$ cat src/rtl/counter_updown_if.sv
`default_nettype none
// ============================================================================
// Module   : counter_updown_if
// Purpose  : Control and status bundle for counter_updown.
// Revision : 1.0
// ============================================================================
interface counter_updown_if #(
   parameter int BITS = 4
);
   logic            enable;
   logic            up;
   logic            load;
   logic [BITS-1:0] load_value;
   logic [BITS-1:0] out;
   logic            wrap;
   logic            at_max;
   logic            at_min;

   modport master (
      output enable, up, load, load_value,
      input  out, wrap, at_max, at_min
   );

   modport slave (
      input  enable, up, load, load_value,
      output out, wrap, at_max, at_min
   );
endinterface
`default_nettype wire

$ cat src/rtl/counter_updown.sv
`default_nettype none
// ============================================================================
// Module   : counter_updown
// Purpose  : Up/down counter with modulus, wrap/saturate ends, load, prescaler.
// Revision : 1.0
// ============================================================================
module counter_updown #(
   parameter int BITS     = 4,
   parameter int MAX      = (1 << BITS) - 1,
   parameter bit SATURATE = 1'b0,
   parameter int PRESCALE = 1
) (
   input  wire logic       clock,
   input  wire logic       reset,
   counter_updown_if.slave bus
);

   localparam int              PRE_W    = (PRESCALE > 1) ? $clog2(PRESCALE) : 1;
   localparam logic [BITS-1:0] MAX_V    = MAX[BITS-1:0];
   localparam logic [PRE_W-1:0] PRE_LAST = PRE_W'(PRESCALE - 1);

   if (MAX < 1 || MAX > (1 << BITS) - 1) begin : g_bad_max
      $fatal(1, "counter_updown: MAX out of range 1..2^BITS-1");
   end
   if (PRESCALE < 1) begin : g_bad_prescale
      $fatal(1, "counter_updown: PRESCALE must be >= 1");
   end

   logic [BITS-1:0]  out_r;
   logic             wrap_r;
   logic [PRE_W-1:0] pre;
   logic [BITS-1:0]  step_out;
   logic             step_wrap;

   // Value and wrap flag that a step would produce from the current count.
   always_comb begin
      step_out  = out_r;
      step_wrap = 1'b0;
      if (bus.up) begin
         if (out_r != MAX_V) begin
            step_out = out_r + 1'b1;
         end else if (SATURATE == 1'b0) begin
            step_out  = '0;
            step_wrap = 1'b1;
         end
      end else begin
         if (out_r != '0) begin
            step_out = out_r - 1'b1;
         end else if (SATURATE == 1'b0) begin
            step_out  = MAX_V;
            step_wrap = 1'b1;
         end
      end
   end

   always_ff @(posedge clock) begin
      if (reset) begin
         out_r  <= '0;
         pre    <= '0;
         wrap_r <= 1'b0;
      end else if (bus.load) begin
         out_r  <= (bus.load_value > MAX_V) ? MAX_V : bus.load_value;
         pre    <= '0;
         wrap_r <= 1'b0;
      end else if (bus.enable) begin
         if (pre == PRE_LAST) begin
            pre    <= '0;
            out_r  <= step_out;
            wrap_r <= step_wrap;
         end else begin
            pre    <= pre + 1'b1;
            wrap_r <= 1'b0;
         end
      end else begin
         wrap_r <= 1'b0;
      end
   end

   assign bus.out    = out_r;
   assign bus.wrap   = wrap_r;
   assign bus.at_max = (out_r == MAX_V);
   assign bus.at_min = (out_r == '0);

endmodule
`default_nettype wire

$ cat src/flat_wrapper.sv
// flat-port wrapper written by rule: the top's interface ports become plain ports
module counter_updown_flat 
#(
   parameter int BITS     = 4,
   parameter int MAX      = (1 << BITS) - 1,
   parameter bit SATURATE = 1'b0,
   parameter int PRESCALE = 1
)
  (clock, reset, bus_enable, bus_up, bus_load, bus_load_value, bus_out, bus_wrap, bus_at_max, bus_at_min);
  counter_updown_if #(.BITS(BITS)) bus_i ();
  input  wire logic clock;
  input  wire logic reset;
  input wire logic [$bits(bus_i.enable)-1:0] bus_enable;
  input wire logic [$bits(bus_i.up)-1:0] bus_up;
  input wire logic [$bits(bus_i.load)-1:0] bus_load;
  input wire logic [$bits(bus_i.load_value)-1:0] bus_load_value;
  output wire logic [$bits(bus_i.out)-1:0] bus_out;
  output wire logic [$bits(bus_i.wrap)-1:0] bus_wrap;
  output wire logic [$bits(bus_i.at_max)-1:0] bus_at_max;
  output wire logic [$bits(bus_i.at_min)-1:0] bus_at_min;
  assign bus_i.enable = bus_enable;
  assign bus_i.up = bus_up;
  assign bus_i.load = bus_load;
  assign bus_i.load_value = bus_load_value;
  assign bus_out = bus_i.out;
  assign bus_wrap = bus_i.wrap;
  assign bus_at_max = bus_i.at_max;
  assign bus_at_min = bus_i.at_min;
  counter_updown #(.BITS(BITS), .MAX(MAX), .SATURATE(SATURATE), .PRESCALE(PRESCALE)) u_core (.clock(clock), .reset(reset), .bus(bus_i));
endmodule
$ cat config.mk
export PLATFORM = sky130hd
export DESIGN_NAME = counter_updown_flat
export DESIGN_NICKNAME = d
export VERILOG_FILES = /design/src/rtl/counter_updown_if.sv /design/src/rtl/counter_updown.sv /design/src/flat_wrapper.sv
export SDC_FILE = /design/constraint.sdc
export NUM_CORES = 1
export LEC_CHECK = 0
export BUFFER_PORTS_ARGS = -buffer_cell sky130_fd_sc_hd__buf_2
export CAP_MARGIN = 20
export CORE_AREA = 4 4 41 43
export CTS_BUF_LIST = sky130_fd_sc_hd__clkbuf_8 sky130_fd_sc_hd__clkbuf_16
export CTS_CLUSTER_SIZE = 12
export DETAILED_ROUTE_END_ITERATION = 10
export DIE_AREA = 0 0 45 47
export GPL_TIMING_DRIVEN = 0
export HOLD_SLACK_MARGIN = 0.02
export PLACE_DENSITY_LB_ADDON = 0.3
export SYNTH_ARGS = -nofsm -noshare
export SYNTH_HDL_FRONTEND = slang
export SYNTH_SLANG_ARGS = --single-unit
$ cat constraint.sdc
create_clock -name clock -period 1.27 [get_ports clock]
set_input_delay 0.0635 -clock clock [delete_from_list [all_inputs] [get_ports clock]]
set_output_delay 0.0635 -clock clock [all_outputs]
set_load 0.02 [all_outputs]
# [Word-level counts from Yosys, hierarchy flattened]
# Cells that the tools add are included.
[totals] ff_bits=6 input_bits=9 output_inout_bits=7 elab_cells=28
[classes] n_addsub=3 n_lt_le_gt_ge=1 eq_ne=3 mux=11 bitwise=1 n_reduce_logical=6
[ops] cell="4-bit two-way mux" n=7
[ops] cell="4-bit by 1-bit adder with 4-bit output (second input constant)" n=1
[ops] cell="4-bit == test (second input constant)" n=1
[ops] cell="4-bit greater-than comparator (second input constant)" n=1
[ops] cell="4-bit zero test" n=1
[ops] cell="1-bit two-way mux" n=4
[ops] cell="4-bit != test (second input constant)" n=1
[ops] cell="4-bit nonzero test" n=1
[ops] cell="4-bit OR reduction" n=1
[ops] cell="4-bit by 1-bit subtractor with 4-bit output (second input constant)" n=1
[ops] cell="2-bit != test (second input constant)" n=1
[ops] cell="2-bit AND reduction" n=1
[ops] cell="2-bit nonzero test" n=1
[ops] cell="2-bit OR reduction" n=1
[ops] cell="1-bit adder (second input constant)" n=1
[ops] cell="1-bit NOT" n=1

# [Depth between registers and ports, before layout]
# Gate-level depths: netlist of the first run.
[logic_depth] ltp_word=6 mapped_depth=6 depth_no_buf=6

# [Worst setup path after synthesis of the first run]
# Ideal clock, no wire load.
[synth_path] kind="register to register" start="register u_core.out_r[0] (netlist: u_core.bus.out[0])" end="register u_core.wrap_r (netlist: u_core.bus.wrap)" setup_time_ns=0.096 t_arrival_ns=1.628 t_required_ns=1.174 setup_slack_ns=-0.454 path_stages_with_launch=6 n_path_buf=0 period_less_slack_ns=1.724 path_cell_list="dfxtp_1 inv_2 ha_1 nor3b_1 mux2i_1 nor4b_1"
[synth_via] elab_chain_len=3 word_cells_on_any_way=5 cone_classes="1 x eq/ne; 3 x mux; 1 x reduce/logical"
[synth_rtl] element="from (decl)" line_no="counter_updown.sv:29" rtl="logic [BITS-1:0] out_r;"
[synth_rtl] element="from (signal assigned)" line_no="counter_updown.sv:62" rtl="out_r <= (bus.load_value > MAX_V) ? MAX_V : bus.load_value;"
[synth_rtl] element="from (signal assigned)" line_no="counter_updown.sv:68" rtl="out_r <= step_out;"
[synth_rtl] element="4-bit != test / 4-bit nonzero test (equally long branches)" line_no="counter_updown.sv:40, counter_updown.sv:47"
[synth_rtl] element="1-bit two-way mux (on tied branches)" line_no="counter_updown.sv:40, counter_updown.sv:47"
[synth_rtl] element="1-bit two-way mux (*)" line_no="counter_updown.sv:39" rtl="if (bus.up) begin"
[synth_rtl] element="to (signal assigned)" line_no="counter_updown.sv:69" rtl="wrap_r <= step_wrap;"
[synth_rtl] element="to (decl)" line_no="counter_updown.sv:30" rtl="logic wrap_r;"
# Mark *: on every way between the ends. The rest lies on a longest branch, timed or not.
# A chain may end at the register's enable or synchronous reset.

# [Worst setup path in the final report of the first run]
[layout_path] start="register u_core.out_r[0] (netlist: u_core.bus.out[0])" end="register u_core.out_r[0] (netlist: u_core.bus.out[0])"
[layout_via] elab_chain_len=6 word_cells_on_any_way=10 cone_classes="2 x add/sub; 1 x eq/ne; 6 x mux; 1 x reduce/logical"
[layout_rtl] element="4-bit by 1-bit subtractor with 4-bit output (tied with other cells)" line_no="counter_updown.sv:48" rtl="step_out = out_r - 1'b1;"
[layout_rtl] element="4-bit two-way mux (on tied branches)" line_no="counter_updown.sv:47, counter_updown.sv:40"
[layout_rtl] element="4-bit two-way mux (*)" line_no="counter_updown.sv:39"
[layout_rtl] element="4-bit two-way mux (*)" line_no="counter_updown.sv:66" rtl="if (pre == PRE_LAST) begin"
[layout_rtl] element="4-bit two-way mux (*)" line_no="counter_updown.sv:65" rtl="end else if (bus.enable) begin"
[layout_rtl] element="4-bit two-way mux (*)" line_no="counter_updown.sv:61" rtl="end else if (bus.load) begin"
# Mark *: on every way between the ends. The rest lies on a longest branch, timed or not. The select of a mux whose other input is x is not followed.

==> results of run 1 <==
area by class of cell:
type / count / area (sq um) / share of cell area
inverters: 5 / 27.5 / 0.0450
flip-flops and latches: 5 / 113 / 0.184
clock inverters: 1 / 3.75 / 0.00613
clock buffers: 3 / 41.3 / 0.0675
multi-input cells: 34 / 294 / 0.481
well taps: 15 / 18.8 / 0.0307
plain buffers: 1 / 3.75 / 0.00613
repair buffers: 19 / 110 / 0.180
sequential cells by signal, summed over array words and instances, names as in the netlist:
name             flops
u_core.bus.wrap      1
u_core.bus.out       4
layout by cell type (no fill, tap or decap), types with 2 or more instances in the layout:
master    count
nand2_1       4
buf_4         6
and3_1        2
inv_1         3
a21oi_1       5
nor2_1        2
buf_2        13
dfxtp_4       3
clkbuf_8      3
mux2i_1       2
through the flow:
stage / cells / worst slack [ns] / area [sq um] / power (mW)
floorplan: 45 / -0.0852 / 402 / 0.297
global placement: 74 / -0.139 / 490 / 0.344
detailed placement: 74 / -0.134 / 490 / 0.346
CTS: 83 / -0.0833 / 586 / 0.670
finish: 83 / -0.103 / 612 / 0.670
global route: 83 / -0.185 / 612 / 0.726
routing by layer:
layer	vias to the layer above	GRT usage	wire [um]
met5	-	0	0
met4	0	0.105	19
met3	2	0.0268	85
met2	16	0.201	505
met1	185	0.143	440
li1	214	-	-
cells by family (layout without fill, tap and decap cells):
kind of cell,count (synthesis),count (layout)
muxes,3,3
buffers and inverters,6,29
xor gates and xnor gates,2,2
DFF,5,5
adders and majority gates,2,2
AOI/OAI and AO/OA,15,15
and+or+nand+nor,12,12
timing repair:
action                                  4_1_cts  5_1_grt
endpoints found under the setup margin        6        7
setup buffers                                 5        0
gates cloned                                  0        0
gates resized for setup                       2        7
pin swaps                                     5        6
endpoints found under the hold margin         0        0
path summary, 6_finish.rpt:
path | cells past startpoint | slack (ns) | endpoint | start
worst min-delay path | 2 | 0.07 | u_core.bus.out[0] | reset
worst max-delay path | 6 | -0.10 | u_core.bus.out[0] | u_core.bus.out[0]
worst max register to register | 6 | -0.10 | u_core.bus.out[0] | u_core.bus.out[0]
worst min register to register | 4 | 0.63 | u_core.bus.out[1] | u_core.bus.out[1]
power groups by stage:
| stage | clock network [mW] | logic [mW] | registers [mW] |
|---|---|---|---|
| finish | 0.289 | 0.189 | 0.193 |
| global route | 0.319 | 0.211 | 0.196 |
| CTS | 0.300 | 0.178 | 0.192 |
| detailed placement | 0 | 0.149 | 0.197 |
| global placement | 0 | 0.148 | 0.196 |
| floorplan | 0 | 0.0904 | 0.206 |
==> summary.md, run 1 <==
| Metric | Value |
|---|---|
| FFs w/ async S/R, synth | `0` |
| XOR/XNOR share of the synthesized area | `0.0471` |
| Minimum clock period | `around 1.4 ns` |
| Total CTS buffers | `3` |
| Vias in the first global route | `between 400 and 500` |
| Max-slew violation count | `0` |
| Switching power | `a little under 0.2 mW` |
| Die X | `around 45 um` |
| Ys flop type | `dfxtp_1` |
| Share of cells above drive strength 1 | `0.544` |
| Synth unique cells | `27` |
| Hpwl dp | `a little over 700 um` |
| Vias/cell | `5.02` |
| ANT cells | `0` |
| DRC Markers | `0` |
| Yosys reg bits | `5` |
| First-pass GRT wire length | `1880 um` |
| Average routed wire per standard cell | `between 10 and 15 um` |
| CP startpoint kind | `flip-flop` |
| I/O pin cnt | `16` |
| WS Path Type | `reg2reg` |
| VDD IR max | `roughly 670 uV` |
| Req. time, crit path | `~1.4 ns` |
| Largest net degree at the start of global routing | `10` |
| Relative slew margins | `0.766` |
| Final wirelength | `1050 um` |
| Post-layout util | `0.470` |
| Synth top area share | `0.269` |
| CTS Root Cell | `clkbuf_8` |
| Clock-pin slew on the worst setup and hold paths | `0.04 ns` |
| RSZ-0062 raised after global routing | `true` |
| Mux cell area share after synthesis | `0.0842` |
| Most frequent cells after synthesis | `6 x a21oi_1, 5 x dfxtp_1, 4 x nand2_1` |
| Combinational Power Share | `0.282` |
| GRT Residual Overflow | `0` |
| Starting DRT DRC Count | `1` |
| Adder-cell area share of the yosys netlist | `0.0673` |
| Hold WS | `0.0682 ns` |
| Max Cap Viol | `0` |
| Worst EP arrival | `~1.5 ns` |
| Cell family with most CP delay | `compound AO/OA/AOI/OAI gates` |
| Max Clk Rate | `728 MHz` |
| Core Region | `between 1000 and 1500 sq um` |
| Register area share after synthesis | `0.269` |
| Sink Count | `5` |
| Total negative slack | `-0.205 ns` |
| Failing checks | `setup timing` |
| PortBufs | `14` |
| Final setup fails | `3` |
| Run status | `finished with violations` |
| CP max stage delay | `0.37 ns` |
| TritonCTS clock tree | `yes` |
| Nets | `80` |
| Crit Path Max Fanout | `4` |
| GRT Overall Usage | `0.126` |
| Clock network power share | `0.431` |
| Cell Rows | `13` |
| Final Hold Vio Count | `0` |
| DRT Pass-1 Iters | `2` |
| PwrDens | `between 1000 and 1500 nW/um^2` |
| Ranking of synthesized cells by area | `dfxtp_1 27%, a21oi_1 8.1%, ha_1 6.7%` |
| Cell count after synthesis | `45` |
| Area leader, netlist | `dfxtp_1` |
| Die area | `~2100 sq um` |
| H-tree depth | `1` |
| Lkg Pwr | `about 0.28 nW` |
| Sw frac | `0.296` |
| Period utilisation layout | `1.08` |
| FILL cells | `approximately 150` |
| Starting density of the core | `0.286` |
| Main combinational cell family by area after synthesis | `compound AO/OA/AOI/OAI gates` |
| Internal power | `roughly 0.47 mW` |
| Clock Path Buffers | `2` |
| WP buf/inv | `1` |
| Share of power burned in registers | `0.288` |
| Syn nets | `56` |
| Via count | `roughly 420` |
| Post-synth EDFFs | `0` |
| Crit path capture type | `flip-flop` |
| Crit path cell chain | `inv_4, ha_4, or3b_4, a21oi_2, o221ai_2, a21oi_1` |
| GPL Wtd Cong | `0.646` |
| Initial antenna violation count | `0` |
| Worst clock skew | `approximately 0.0042 ns` |
| Syn_area_per_cell | `8.26 sq um` |
| Count leader, synth | `a21oi_1` |
| YS warnings | `0` |
| Slew @ Worst Pin | `around 0.35 ns` |
| Worst path slowest cell | `or3b_4` |
| Chip Height | `47 um` |
| DRT antenna net count | `0` |
| Final WS setup | `-0.103 ns` |
| Hold WC Path Type | `in2reg` |
| CTS hold repair buffers | `0` |
| Layout area overhead | `64.6%` |
| Post-Syn Area | `about 370 sq um` |
| Latest clock arrival within the worst-skew pair | `approximately 0.22 ns` |
| Post-Synth Simple-Gate Area | `0.182` |
| Post-synthesis compound-gate area fraction | `0.290` |
No activity file was read; power rests on OpenSTA's default activity.
==> inputs of run 2 (changes only) <==
--- a/config.mk
+++ b/config.mk
@@ -15,6 +15,7 @@
 export GPL_TIMING_DRIVEN = 0
 export HOLD_SLACK_MARGIN = 0.02
 export PLACE_DENSITY_LB_ADDON = 0.3
+export REMOVE_ABC_BUFFERS = 1
 export SYNTH_ARGS = -nofsm -noshare
 export SYNTH_HDL_FRONTEND = slang
 export SYNTH_SLANG_ARGS = --single-unit
==> run 2 against run 1 <==
- the flow still finishes with violations (setup timing)
- hold slack got worse by 0.0054 ns
- utilization decreased by 3.6 points
- first-iteration DRC count grew to 9.0 times the previous value
- critical path depth decreased by 2
- setup slack improved by 0.019 ns
- combinational power shrank 9.5%
- global-route usage fell by 1.8 points
- critical path type unchanged
- largest power group unchanged
==> summary.md, run 2 (synthesis gave the netlist of run 1 again) <==
| Metric | Value |
|---|---|
| Core Region | `about 1300 sq um` |
| Cell Rows | `13` |
| FILL cells | `between 100 and 150` |
| Starting DRT DRC Count | `9` |
| ANT cells | `0` |
| CTS hold repair buffers | `0` |
| Starting density of the core | `0.286` |
| CTS Root Cell | `clkbuf_8` |
| GPL Wtd Cong | `approximately 0.64` |
| H-tree depth | `1` |
| Nets | `between 70 and 80` |
| DRC Markers | `0` |
| Max Clk Rate | `between 700 and 800 MHz` |
| Minimum clock period | `1.35 ns` |
| Relative slew margins | `0.797` |
| Vias in the first global route | `350` |
| Period utilisation layout | `1.07` |
| Commonest cells after routing, fill and taps aside | `15 x buf_2, 5 x a21oi_1, 4 x nand2_1` |
| Latest clock arrival within the worst-skew pair | `about 0.22 ns` |
| Lkg Pwr | `around 0.27 nW` |
| CP startpoint kind | `flip-flop` |
| Initial antenna violation count | `0` |
| Hold WC Path Type | `in2reg` |
| TritonCTS clock tree | `yes` |
| Final setup fails | `4` |
| Failing checks | `setup timing` |
| Share of cells above drive strength 1 | `0.470` |
| Clock Path Buffers | `2` |
| PortBufs | `15` |
| VDD IR max | `a little under 1000 uV` |
| Sink Count | `5` |
| Vias/cell | `approximately 5.0` |
| Crit path capture type | `flip-flop` |
| Die area | `between 2000 and 2500 sq um` |
| Number of flip-flops in the largest register | `4` |
| Total CTS buffers | `3` |
| GRT Residual Overflow | `0` |
| Worst clock skew | `around 0.00023 ns` |
| Hpwl dp | `706 um` |
| Max-slew violation count | `0` |
| Hold_sp | `reset` |
| WS Path Type | `reg2reg` |
| Req. time, crit path | `around 1.4 ns` |
| Largest net degree at the start of global routing | `10` |
| Max Cap Viol | `0` |
| Average routed wire per standard cell | `between 10 and 15 um` |
| GRT Overall Usage | `0.107` |
| Final Hold Vio Count | `0` |
| DRT antenna net count | `0` |
| Final WS setup | `-0.0837 ns` |
| Worst EP arrival | `1.50 ns` |
| I/O pin cnt | `16` |
| Run status | `finished with violations` |
| Chip Height | `between 40 and 50 um` |
| Final wirelength | `just over 1000 um` |
| RSZ-0062 raised after global routing | `true` |
| Commonest non-fill, non-tap cell in the layout | `buf_2` |
| Via count | `approximately 400` |
| Final Power | `~0.64 mW` |
| Pre-CTS setup slack | `-0.281 ns` |
| Layout area overhead | `52.2%` |
| Slew @ Worst Pin | `approximately 0.3 ns` |
| Die X | `45 um` |
| Critical path origin | `u_core.bus.out[1]` |
| R2R Path Start | `u_core.bus.out[1]` |
| PwrDens | `between 1000 and 1500 nW/um^2` |
| DRT Pass-1 Iters | `3` |
| Clock-pin slew on the worst setup and hold paths | `about 0.030 ns` |
| Crit Path Max Fanout | `4` |
| First-pass GRT wire length | `between 1500 and 2000 um` |
[run 2: layout make-up]
cell class              count  area [sq um]  share of cell area
repair buffers             18          97.6               0.173
clock buffers               3          41.3              0.0730
multi-input cells          34           268               0.473
inverters                   5          27.5              0.0487
flip-flops and latches      5           109               0.192
well taps                  15          18.8              0.0332
clock inverters             1          3.75             0.00664
[run 2: metrics by stage]
| step | std cells | util | TNS (ns) | hold WS [ns] | cell area, sq um |
|---|---|---|---|---|---|
| floorplan | 44 | - | -1.40 | 0.133 | 368 |
| global placement | 74 | 0.355 | -0.930 | 0.293 | 462 |
| detailed placement | 74 | 0.355 | -0.996 | 0.297 | 462 |
| CTS | 81 | 0.432 | -0.197 | 0.0568 | 562 |
| global route | 81 | 0.435 | -0.675 | 0.0726 | 566 |
| finish | 81 | 0.435 | -0.243 | 0.0627 | 566 |
[run 2: worst max-delay path, cell delays in order, from the launching register on]
cell and delay [ns]:
dfxtp_4 0.37, clkinv_4 0.07, or4_1 0.51, a21bo_1 0.21
a41oi_2 0.11
[run 2: routing by layer]
| layer | track usage | vias to the layer above | share of wire |
|---|---|---|---|
| met5 | 0 | - | 0 |
| met4 | 0.105 | 0 | 0.033 |
| met3 | 0.0192 | 4 | 0.067 |
| met2 | 0.150 | 14 | 0.45 |
| met1 | 0.136 | 180 | 0.45 |
| li1 | - | 206 | - |
[run 2: where the power goes]
| group | switching, mW | total (mW) | internal [mW] | leakage [nW] |
|---|---|---|---|---|
| clock network | 0.0716 | 0.278 | 0.207 | 0.0269 |
| logic | 0.0912 | 0.171 | 0.0794 | 0.195 |
| registers | 0.0201 | 0.190 | 0.170 | 0.0429 |
[run 2: final timing paths]
check                           end  slack (ns)  cells past startpoint
setup / recovery  u_core.bus.out[3]       -0.08                      4
hold / removal    u_core.bus.out[1]        0.06                      2
setup reg to reg  u_core.bus.out[3]       -0.08                      4
hold reg to reg   u_core.bus.out[2]        0.67                      3
[run 2: what timing repair did]
action / CTS / global route
pin swaps: 5 / 5
gates resized for setup: 12 / 1
setup endpoints to repair: 7 / 6
buffers inserted: 3 / 0
